## src/rtl/spi_video_rx.sv

```systemverilog
// spi_video_rx: captures N 16-bit SPI video samples into a 128-word buffer and offers them as a 2N-byte message.
// Registered outputs; n_cs low for DIV+32*N*DIV cycles; the encoder paces readout with enc_rdreq, and requests are ignored while busy.
module spi_video_rx #(
  parameter int DIV = 2
) (
  input  logic       clk,
  input  logic       n_rst,
  output logic       n_cs,
  output logic       sclk,
  input  logic       miso,
  input  logic [7:0] in_data,
  input  logic       in_ena,
  input  logic       enc_rdreq,
  output logic [7:0] out_data,
  output logic       have_msg,
  output logic [7:0] len,
  output logic       busy
);

  localparam logic [2:0] S_IDLE    = 3'd0;
  localparam logic [2:0] S_LEAD    = 3'd1;
  localparam logic [2:0] S_SHIFT   = 3'd2;
  localparam logic [2:0] S_TRAIL   = 3'd3;
  localparam logic [2:0] S_READOUT = 3'd4;
  localparam logic [7:0] DIV_LAST  = 8'(DIV - 1);

  logic [2:0]  state_q, state_d;
  logic [7:0]  div_cnt_q, div_cnt_d;
  logic [3:0]  bit_cnt_q, bit_cnt_d;
  logic [15:0] shreg_q, shreg_d;
  logic [6:0]  wr_ptr_q, wr_ptr_d;
  logic [7:0]  rd_ptr_q, rd_ptr_d;
  logic [6:0]  n_q, n_d;
  logic        n_cs_q, n_cs_d;
  logic        sclk_q, sclk_d;
  logic        have_msg_q, have_msg_d;
  logic        busy_q, busy_d;
  logic [7:0]  len_q, len_d;
  logic [7:0]  out_data_q, out_data_d;

  logic [15:0] buf_mem [128];
  logic        phase_end;
  logic        take_sample;
  logic        wr_en;
  logic [15:0] wr_word;
  logic [15:0] rd_word;

  always_comb begin
    state_d     = state_q;
    div_cnt_d   = div_cnt_q;
    bit_cnt_d   = bit_cnt_q;
    shreg_d     = shreg_q;
    wr_ptr_d    = wr_ptr_q;
    rd_ptr_d    = rd_ptr_q;
    n_d         = n_q;
    sclk_d      = sclk_q;
    take_sample = 1'b0;
    wr_en       = 1'b0;
    wr_word     = {shreg_q[14:0], miso};
    phase_end   = (div_cnt_q == DIV_LAST);

    case (state_q)
      S_IDLE: begin
        if (in_ena && (in_data != 8'd0) && !in_data[7]) begin
          n_d       = in_data[6:0];
          wr_ptr_d  = 7'd0;
          rd_ptr_d  = 8'd0;
          bit_cnt_d = 4'd0;
          div_cnt_d = 8'd0;
          state_d   = S_LEAD;
        end
      end
      S_LEAD: begin
        div_cnt_d = phase_end ? 8'd0 : div_cnt_q + 8'd1;
        if (phase_end) begin
          state_d     = S_SHIFT;
          take_sample = 1'b1;
        end
      end
      S_SHIFT: begin
        div_cnt_d = phase_end ? 8'd0 : div_cnt_q + 8'd1;
        // A low phase ending with every frame stored closes the burst.
        if (phase_end) begin
          if (sclk_q) begin
            sclk_d = 1'b0;
          end else if (wr_ptr_q == n_q) begin
            state_d = S_TRAIL;
          end else begin
            take_sample = 1'b1;
          end
        end
      end
      S_TRAIL: begin
        state_d = S_READOUT;
      end
      S_READOUT: begin
        if (enc_rdreq) begin
          rd_ptr_d = rd_ptr_q + 8'd1;
          if (rd_ptr_q == ({n_q, 1'b0} - 8'd1)) begin
            state_d = S_IDLE;
          end
        end
      end
      default: begin
        state_d = S_IDLE;
      end
    endcase

    // miso is captured on the same edge that raises sclk.
    if (take_sample) begin
      sclk_d    = 1'b1;
      shreg_d   = wr_word;
      bit_cnt_d = bit_cnt_q + 4'd1;
      if (bit_cnt_q == 4'd15) begin
        wr_en    = 1'b1;
        wr_ptr_d = wr_ptr_q + 7'd1;
      end
    end

    n_cs_d     = !((state_d == S_LEAD) || (state_d == S_SHIFT));
    busy_d     = (state_d != S_IDLE);
    have_msg_d = (state_d == S_READOUT);
    len_d      = have_msg_d ? {n_d, 1'b0} : 8'd0;

    rd_word    = buf_mem[rd_ptr_d[7:1]];
    out_data_d = out_data_q;
    if (state_d == S_READOUT) begin
      out_data_d = rd_ptr_d[0] ? rd_word[7:0] : rd_word[15:8];
    end
  end

  always_ff @(posedge clk or negedge n_rst) begin
    if (!n_rst) begin
      state_q    <= S_IDLE;
      div_cnt_q  <= 8'd0;
      bit_cnt_q  <= 4'd0;
      shreg_q    <= 16'd0;
      wr_ptr_q   <= 7'd0;
      rd_ptr_q   <= 8'd0;
      n_q        <= 7'd0;
      n_cs_q     <= 1'b1;
      sclk_q     <= 1'b0;
      have_msg_q <= 1'b0;
      busy_q     <= 1'b0;
      len_q      <= 8'd0;
      out_data_q <= 8'd0;
    end else begin
      state_q    <= state_d;
      div_cnt_q  <= div_cnt_d;
      bit_cnt_q  <= bit_cnt_d;
      shreg_q    <= shreg_d;
      wr_ptr_q   <= wr_ptr_d;
      rd_ptr_q   <= rd_ptr_d;
      n_q        <= n_d;
      n_cs_q     <= n_cs_d;
      sclk_q     <= sclk_d;
      have_msg_q <= have_msg_d;
      busy_q     <= busy_d;
      len_q      <= len_d;
      out_data_q <= out_data_d;
    end
  end

  always_ff @(posedge clk) begin
    if (wr_en) begin
      buf_mem[wr_ptr_q] <= wr_word;
    end
  end

  assign n_cs     = n_cs_q;
  assign sclk     = sclk_q;
  assign have_msg = have_msg_q;
  assign busy     = busy_q;
  assign len      = len_q;
  assign out_data = out_data_q;

endmodule

```

## config.mk

```make
export PLATFORM = sky130hd
export DESIGN_NAME = spi_video_rx
export DESIGN_NICKNAME = d
export VERILOG_FILES = /design/src/rtl/spi_video_rx.sv
export SDC_FILE = /design/constraint.sdc
export NUM_CORES = 2
export LEC_CHECK = 0
export BUFFER_PORTS_ARGS = -buffer_cell sky130_fd_sc_hd__buf_2
export CAP_MARGIN = 20
export CORE_MARGIN = 2
export CORE_UTILIZATION = 51
export CTS_CLUSTER_SIZE = 30
export DETAILED_ROUTE_END_ITERATION = 12
export PLACE_DENSITY = 0.71
export SYNTH_ARGS = -nofsm -noshare
export SYNTH_HDL_FRONTEND = slang
export SYNTH_SLANG_ARGS = --single-unit
```

## constraint.sdc

```tcl
create_clock -name clk -period 5.23 [get_ports clk]
set_clock_uncertainty 0.2 [all_clocks]
set_input_delay 0.2615 -clock clk [delete_from_list [all_inputs] [get_ports clk]]
set_output_delay 0.2615 -clock clk [all_outputs]
set_load 0.05 [all_outputs]
```

==> impl_metrics.py <==
metrics = {
    "run_status": {
        "outcome": "finished, final reports clean",
    },
    "sta": {
        "post-route-min-period_ps": 5090,
        "maxSlewViolCount": 0,
        "hold_viol": 0,
        "setup_viol": 0,
        "slew_headroom_pct": 16.7,
        "tns_ps": 0,
        "worstMarginPinSlew_ps": 1250,
        "grt_setup_unrepaired": "false",
        "fin_crit_sh_pct": 97.2,
        "fmax_mhz": 197,
    },
    "drt": {
        "avgViaCountPerCell": 6.42,
        "drt_first_pass_iters": 7,
        "vias": 54919,
        "drt-total-wl_mm": 248,
        "drt_iter0_drc": 8653,
        "ant_nets": 0,
        "drc": 0,
        "avgRoutedWirePerCell_um": 28.9,
    },
    "clock_network": {
        "clk_pin_slew_ps": 60,
        "insertion_delay_ps": 890,
        "ctsHtreeMaxLevel": 4,
        "post_cts_buffers": 0,
        "cts_inserted_buffers": 199,
        "cts-root-buf": "clkbuf_16",
        "cts_tree": "built",
        "cts_max_path_buffers": 3,
        "cts_sinks": 2119,
    },
    "power_and_ir_drop": {
        "p_sw_mw": 21.4,
        "power_density_mw_per_mm2": 573,
        "combPwrFrac_pct": 37.6,
        "swShare_pct": 39.2,
        "p_leak_nw": 33.6,
        "internal_power_mw": 33.2,
        "seq_power_share_pct": 35.6,
        "peakVddDrop_mv": 0.828,
        "pwr-share-clk_pct": 26.8,
    },
    "final_layout": {
        "area_growth_syn_to_layout_pct": 13.4,
        "final_nets": 6210,
        "fillers": 12291,
        "seq_area_mm2": 0.0633,
        "drive_gt1_share_pct": 11.8,
        "postLayoutCoreUtil_pct": 58.0,
        "multi_input_area_mm2": 0.0189,
    },
    "floorplan": {
        "start_util_pct": 51.2,
        "num_rows": 149,
        "pin_count": 33,
        "fp.dieW_um": 410,
        "core_mm2": 0.164,
        "die_h_um": 410,
        "die_area_mm2": 0.168,
    },
    "setup_path": {
        "cp-startpoint": "state_q[2]",
        "endpoint": "out_data[5]",
        "cp_num_buf_inv": 2,
        "critical_path_cell_count": 11,
        "r2r-end": "out_data[5]",
        "slowest_delay_ps": 740,
        "worst_path_most_repeated_cell": "buf_12",
        "reg2regPathDepth": 11,
        "r2r-start": "state_q[2]",
        "rrSetupSlack_ps": 140,
        "crit_path_top_delay_cell": "a21oi_1",
        "path_cells": "and4bb_1 > mux2_4 > nand2_8 > buf_12 > buf_12 > mux4_2 > a2111oi_0 > o21ai_0 > a21oi_1 > or4_1 > o211ai_1",
        "worstSetupStartpointType": "flip-flop",
        "crit_type": "flip-flop to flip-flop",
        "cpLargestDelayFamily": "compound AO/OA/AOI/OAI gates",
        "cp_max_fo": 55,
        "critPathRequiredTime_ps": 5750,
        "cp-end-kind": "flip-flop",
        "cp.arrival_ps": 5610,
    },
    "logic_synthesis": {
        "synth-edff-count": 2048,
        "synth_nets": 6004,
        "yosysTopAreaCell": "edfxtp_1",
        "ys.flop_type": "edfxtp_1",
        "syn_area_mm2": 0.0842,
        "ys_ff_latch": 2119,
        "netlist_top_cells_count": "2,048 x edfxtp_1, 1,559 x nand2_1, 461 x nand3_1, 183 x mux2i_1, 177 x buf_2",
        "ys_seq_area_share_pct": 75.2,
        "ys_warn_count": 0,
        "avgSynthCellArea_um2": 14.1,
        "async_reset_ff_share_pct": 3.35,
        "synthesis.instances": 5985,
        "ys_top_cells_by_area": "edfxtp_1 73%, nand2_1 7.0%, nand3_1 2.7%",
        "yosysTopAreaCellShare_pct": 73.1,
        "synth_cell_types": 80,
        "synth_most_common_cell": "edfxtp_1",
    },
    "min_path": {
        "hold_class": "input pin to asynchronous set/reset pin",
    },
    "grt": {
        "grt_max_degree": 101,
        "antenna_found_initial": 9,
        "grt_pass1_wl_mm": 358,
        "grt_pass1_vias": 52146,
        "grt_use_total_pct": 29.0,
        "overflow": 0,
    },
    "run": {
        "max-cap-violations": 0,
    },
    "place": {
        "gp_congestion": 0.917,
        "port_buffers": 31,
        "dp_hpwl_mm": 144,
    },
}
==> tightest hold or removal path, stage by stage <==
cell           delay (ps)
dlygate4sd3_1         510
dlygate4sd3_1         540
buf_4                 140
==> how the worst min path moves through the flow <==
stage          slack, ps  depth (start not counted)  start           end
3_5_place_dp         270                          1  n_rst      have_msg
5_1_grt              240                          3  n_rst          n_cs
6_report             220                          3  n_rst          n_cs
3_3_place_gp         260                          1  n_rst      have_msg
4_1_cts              180                          3  n_rst          n_cs
2_1_floorplan       -230                          0  n_rst  bit_cnt_q[0]
==> routing by layer <==
layer  global-route usage, %  share of wire [%]  vias up  routed length (um)
met5                       0              0.020        -                  49
met4                    14.8                5.6        8               13900
met3                    6.98                 13      739               31700
met2                    43.8                 45     3820              112000
met1                    39.5                 36    27309               90300
li1                        -                  -    23043                   -
==> cell families (layout without fill, tap and decap cells) <==
group / after synthesis / count (layout) / share of synthesized area, %
compound gates: 745 / 745 / 6.55
xor+xnor: 22 / 22 / 0.229
fa+ha+maj: 6 / 6 / 0.0892
buf+inv: 415 / 796 / 2.50
flops: 2119 / 2119 / 75.2
mux: 224 / 224 / 3.04
other cells: 1 / 5 / 0.00446
simple gates: 2453 / 2453 / 12.4
==> flip-flops by register name, indices dropped and copies added (netlist names) <==
| signal | cells |
|---|---|
| len | 7 |
| n_q | 7 |
| bit_cnt_q | 4 |
| buf_mem | 2048 |
| state_q | 3 |
| rd_ptr_q | 8 |
| div_cnt_q | 8 |
| sclk | 1 |
| n_cs | 1 |
| out_data | 8 |
| shreg_q | 15 |
| have_msg | 1 |
| busy | 1 |
| wr_ptr_q | 7 |
==> placed cells by master (no fill, tap or decap), drive strengths merged, types with 13 or more instances in the layout <==
cell | Yosys | layout
edfxtp | 2048 | 2048
nand2 | 1560 | 1560
nand3 | 461 | 461
buf | 266 | 378
clkbuf | 133 | 241
mux2i | 183 | 183
nor2 | 171 | 171
a31oi | 147 | 147
and3 | 129 | 129
a32oi | 129 | 129
a311oi | 111 | 111
a21oi | 107 | 107
clkinv | 2 | 102
dfrtp | 70 | 70
a211oi | 54 | 54
o21ai | 42 | 42
nand4 | 38 | 38
nor3 | 34 | 34
dlygate4sd3 | 0 | 26
a2111oi | 25 | 25
nor4 | 24 | 24
mux4 | 23 | 23
bufinv | 0 | 22
inv | 14 | 19
mux2 | 18 | 18
o2111ai | 15 | 15
xor2 | 13 | 13
a32o | 13 | 13
o211ai | 13 | 13
==> power by group through the flow <==
stage          clock [mW]  combinational, mW  sequential (mW)
6_report             14.6               20.5             19.5
5_1_grt              15.3               21.3             19.5
4_1_cts              14.7               20.0             19.5
3_5_place_dp            0               19.9             19.8
3_3_place_gp            0               19.6             19.8
2_1_floorplan           0               11.9             19.9
==> cell type report <==
| class | count | share of cell area [%] |
|---|---|---|
| flip-flops and latches | 2119 | 66.4 |
| multi-input cells | 3451 | 19.8 |
| clock buffers | 241 | 5.39 |
| repair buffers | 404 | 3.87 |
| well taps | 2189 | 2.87 |
| clock inverters | 135 | 1.56 |
| inverters | 16 | 0.0813 |
| diodes | 4 | 0.0105 |
==> stage by stage <==
stage	power, mW	setup slack [ps]	hold WS, ps	instances	cell area [um^2]
6_report	54.6	145	216	8559	95400
5_1_grt	56.1	73.5	236	8555	95400
4_1_cts	54.1	208	182	8554	95400
3_3_place_gp	39.4	375	260	8151	88400
3_5_place_dp	39.7	312	268	8151	88400
2_1_floorplan	31.8	1510	-234	5985	84200
==> repair_timing <==
| action | 4_1_cts | 5_1_grt |
|---|---|---|
| gates resized for setup | 0 | 2 |
| hold buffers | 27 | 0 |
| setup endpoints to repair | 0 | 1 |
| endpoints found under the hold margin | 151 | 0 |
Power figures use the tool's default switching activity.
